--- src/rtl/cdc_register_tx_fifo.sv ---
// ---------------------------------------------------------------------------
// cdc_register_tx_fifo
//
// Write-side feeder for the cdc_register handshake crossing. It buffers a
// burst of producer words in the source clock domain and presents them one
// at a time to the crossing's wr/wr_ready interface. The crossing only takes
// a word every several slow-domain cycles, so this lets the producer run a
// short burst at full rate instead of stalling on every word.
//
// Handshake semantics (both sides): a word moves on a rising clk edge where
// valid and ready are both 1. in_ready and out_wr come straight from
// registered state, so neither depends combinationally on the other side.
// A producer that sees in_ready=0 must hold its word and retry.
//
// Ports
//   clk           source clock (same net as the cdc_register wr_clk)
//   reset         synchronous, active-high; empties the FIFO, clears overflow
//   in_data       producer word
//   in_valid      producer offers in_data this cycle
//   in_ready      FIFO can accept a word this cycle (level != depth)
//   out_data      head word, first-word fall-through (cdc_register wr_data)
//   out_wr        head word valid (cdc_register wr)
//   out_ready     crossing accepts the head word (cdc_register wr_ready)
//   level         number of words stored
//   overflow      sticky: a word was offered while in_ready=0
//   overflow_clr  one-cycle pulse that clears overflow (a same-cycle set wins)
// ---------------------------------------------------------------------------
module cdc_register_tx_fifo #(
    parameter int data_width = 32,
    parameter int depth      = 8
) (
    input  logic                    clk,
    input  logic                    reset,
    input  logic [data_width-1:0]   in_data,
    input  logic                    in_valid,
    output logic                    in_ready,
    output logic [data_width-1:0]   out_data,
    output logic                    out_wr,
    input  logic                    out_ready,
    output logic [$clog2(depth):0]  level,
    output logic                    overflow,
    input  logic                    overflow_clr
);

    localparam int aw = $clog2(depth);
    localparam logic [aw:0] full_level = (aw + 1)'(depth);

    logic [data_width-1:0] mem [depth];
    logic [aw-1:0]         wr_ptr;
    logic [aw-1:0]         rd_ptr;
    logic [aw:0]           level_q;
    logic                  overflow_q;
    logic                  push;
    logic                  pop;

    // Both flags depend only on the registered level.
    assign in_ready = (level_q != full_level);
    assign out_wr   = (level_q != '0);
    assign push     = in_valid & in_ready;
    assign pop      = out_wr & out_ready;

    assign out_data = mem[rd_ptr];
    assign level    = level_q;
    assign overflow = overflow_q;

    // Storage is deliberately not reset; level alone says which entries are live.
    always_ff @(posedge clk) begin
        if (push) begin
            mem[wr_ptr] <= in_data;
        end
    end

    // depth is a power of two, so the pointers wrap by natural rollover.
    always_ff @(posedge clk) begin
        if (reset) begin
            wr_ptr     <= '0;
            rd_ptr     <= '0;
            level_q    <= '0;
            overflow_q <= 1'b0;
        end else begin
            if (push) begin
                wr_ptr <= wr_ptr + 1'b1;
            end
            if (pop) begin
                rd_ptr <= rd_ptr + 1'b1;
            end
            unique case ({push, pop})
                2'b10:   level_q <= level_q + 1'b1;
                2'b01:   level_q <= level_q - 1'b1;
                default: level_q <= level_q;
            endcase
            // Set has priority so a refused offer in the clear cycle is not lost.
            if (in_valid && !in_ready) begin
                overflow_q <= 1'b1;
            end else if (overflow_clr) begin
                overflow_q <= 1'b0;
            end
        end
    end

endmodule

--- config.mk ---
export PLATFORM = sky130hd
export DESIGN_NAME = cdc_register_tx_fifo
export DESIGN_NICKNAME = d
export VERILOG_FILES = /design/src/rtl/cdc_register_tx_fifo.sv
export SDC_FILE = /design/constraint.sdc
export NUM_CORES = 1
export LEC_CHECK = 0
export CAP_MARGIN = 40
export CORE_MARGIN = 4
export CORE_UTILIZATION = 55
export DETAILED_ROUTE_END_ITERATION = 10
export HOLD_SLACK_MARGIN = 0.1
export MAX_ROUTING_LAYER = met4
export PLACE_DENSITY_LB_ADDON = 0.1
export RECOVER_POWER = 100
export SETUP_SLACK_MARGIN = 0.05
export SKIP_LAST_GASP = 1
export SYNTH_ARGS = -nofsm -noshare
export SYNTH_HDL_FRONTEND = slang
export SYNTH_SLANG_ARGS = --single-unit
--- constraint.sdc ---
create_clock -name clk -period 7.2 [get_ports clk]
set_input_delay 1.08 -clock clk [delete_from_list [all_inputs] [get_ports clk]]
set_output_delay 1.08 -clock clk [all_outputs]
set_load 0.05 [all_outputs]
==> results.json <==
{
  "dp_hpwl_um": 10300,
  "routed_wl_um": 18700,
  "async_flop_share_pct": 0,
  "slew_headroom_pct": -58.4,
  "critical_path.cell_chain": "buf_4, mux4_1, mux2_2, dlygate4sd3_1",
  "ys_warn_count": 0,
  "htree_levels": 1,
  "ir_drop_uv": 277,
  "status": "finished with violations",
  "start_util_pct": 56.0,
  "power_frac_comb_pct": 26.6,
  "ant_nets": 0,
  "swShare_pct": 29.4,
  "grt_pass1_vias": 5021,
  "synth.distinct_cells": 30,
  "max_freq_mhz": 178,
  "cp.required_ns": 6.12,
  "hold_path.class": "reg2reg",
  "violations": "max-capacitance violations, max-slew violations",
  "finalHoldViolations": 0,
  "drive_above_1_share_pct": 17.3,
  "drc": 0,
  "worstMarginPinSlew_ns": 2.38,
  "fin_skew_ns": 0.0148,
  "clockBufferDepth": 3,
  "synthFlopType": "edfxtp_1",
  "fin_setup_tns_ns": 0,
  "gp_routability_congestion": 0.679,
  "critPathKind": "reg2out",
  "numPortBuffers": 75,
  "min_to": "rd_ptr[1]",
  "hold_start": "rd_ptr[1]",
  "grt_max_degree": 49,
  "r2r_cells": 4,
  "clockRootBuffer": "clkbuf_16",
  "synthTopCellsByArea": "edfxtp_1 73%, mux4_1 10%, mux4_2 5.2%, mux2_2 3.7%, dfxtp_1 2.7%",
  "die_w_um": 146,
  "cts_sinks": 270,
  "synth_edf_count": 256,
  "fin_nets": 586,
  "antenna_found_initial": 0,
  "final_core_util_pct": 65.4,
  "clock_latency_ns": 0.51,
  "num_antenna_cells": 0,
  "synth_seq_area_share_pct": 76.1,
  "synth.top_cell.area_share_pct": 73.4,
  "clk_pin_slew_ns": 0.06,
  "cts_setup_buffers": 0,
  "syn_nets": 492,
  "switchingPower_mw": 1.29,
  "holdPathStages": 2,
  "yosys.cell_count.top_type": "edfxtp_1",
  "crit_slowest_cell": "dfxtp_1",
  "viasPerCell": 5.92,
  "p_seq_share_pct": 44.1,
  "yosys.area.top_type": "edfxtp_1",
  "pin_count": 76,
  "critical_path.endpoint_type": "primary output",
  "drv_cap": 9,
  "finalCriticalPeriod_ns": 5.63,
  "die_h_um": 146,
  "path_max_fanout": 34,
  "p_clk_share_pct": 29.3,
  "synth_common_cells": "256 x edfxtp_1, 40 x mux4_1, 34 x mux2_2",
  "cts_tree": "done",
  "start_kind": "register",
  "postSynthAreaPerCell_um2": 23.3,
  "die_area_um2": 21300,
  "post_cts_resized": 0,
  "drt-pass1-iter-count": 4,
  "grt_overflow": 0,
  "r2r_slack_ns": 3.36,
  "synth_seq_cells": 270,
  "area_delta_synth_final_pct": 16.9,
  "wl_per_cell_um": 23.4,
  "syn_inst": 450,
  "row_count": 50,
  "setup_viol": 0,
  "core_area_um2": 18700,
  "cp.arrival_ns": 4.55,
  "grt_first_pass_wirelength_um": 29100,
  "cts_buffers": 26,
  "critPathMaxStageDelay_ns": 1.58,
  "rsz0062_at_grt": "no",
  "p_int_mw": 3.09,
  "cts_hold_buf": 0,
  "p_leak_nw": 3.93,
  "grt_usage_pct": 18.2,
  "power.density_nw_per_um2": 357,
  "period_share_pct": 78.2,
  "first_iter_violations": 362,
  "finalMaxSlewViolations": 239,
  "synth_area_um2": 10500,
  "r2r_start": "level[0]",
  "worstReg2RegEnd": "mem[5][8]",
  "vias": 4712
}
critical path: cells and delay by family, from the launching register on:
kind	cells	cell delay, ns
buf+inv	2	1.48
flops	1	1.58
mux	2	0.94
worst max path at each step:
stage / start / end / slack, ns / cells past startpoint
6_report: register / out_data[8] / 1.57 / 4
2_1_floorplan: level[1] / mem[0][0] / 2.37 / 4
3_5_place_dp: register / out_data[8] / 3.06 / 4
4_1_cts: register / out_data[8] / 2.51 / 4
3_3_place_gp: register / out_data[9] / 3.08 / 4
5_1_grt: register / out_data[8] / 1.20 / 4
layout by cell type, fill, tap and decap left out, types with 6 or more instances in the layout:
cell type | Yosys | routed
nand2_1 | 5 | 6
mux4_1 | 40 | 40
clkdlybuf4s50_1 | 0 | 7
xor2_1 | 7 | 7
mux2_2 | 34 | 34
dlygate4sd3_1 | 0 | 68
mux4_2 | 24 | 24
nor2_1 | 13 | 13
dfxtp_1 | 14 | 13
clkbuf_16 | 0 | 27
edfxtp_1 | 256 | 256
clkbuf_1 | 5 | 20
power by group through the flow:
stage	clock network [mW]	logic [mW]	registers [mW]
2_1_floorplan	0	0.913	1.94
3_3_place_gp	0	1.21	1.95
3_5_place_dp	0	1.22	1.96
4_1_cts	1.32	1.23	1.93
5_1_grt	1.38	1.23	1.94
6_report	1.28	1.17	1.93
flip-flops by register name, indices dropped and copies added, names as in the netlist, named ones only:
register / flops
level: 4
mem: 256
overflow: 1
rd_ptr: 3
wr_ptr: 3
cell families after synthesis:
logic type / after synthesis / synth area share (%)
mux: 99 / 18.9
xor+xnor: 7 / 0.585
flops: 270 / 76.1
compound gates: 8 / 0.454
fa+ha+maj: 5 / 0.597
simple gates: 37 / 1.90
buf+inv: 24 / 1.47
per-stage QoR:
| stage | cells | total power, mW | hold WS [ns] | setup WS [ns] | cell area (um2) |
|---|---|---|---|---|---|
| final | 796 | 4.37 | 0.501 | 1.57 | 12200 |
| after global routing | 796 | 4.56 | 0.521 | 1.20 | 12200 |
| after floorplan | 450 | 2.85 | 0.454 | 2.37 | 10500 |
| after global placement | 749 | 3.17 | 0.470 | 3.08 | 11500 |
| after CTS | 796 | 4.48 | 0.498 | 2.51 | 12300 |
| after detailed placement | 750 | 3.19 | 0.491 | 3.06 | 11500 |
area by class of cell:
| class | instances | area (um2) |
|---|---|---|
| fill | 1236 | 6460 |
| clock inverter | 8 | 93.8 |
| sequential | 270 | 7970 |
| clock buffer | 38 | 717 |
| tap | 234 | 293 |
| timing repair buffer | 87 | 820 |
| inverter | 3 | 11.3 |
| multi-input combinational | 156 | 2340 |
metal layers:
layer | vias up | global-route usage [%] | share of wire, %
li1 | 2107 | - | -
met1 | 2493 | 25.8 | 46
met2 | 97 | 29.2 | 50
met3 | 15 | 2.73 | 3.5
met4 | 0 | 3.10 | 0.84
met5 | - | - | 0
Power figures use the tool's default switching activity.
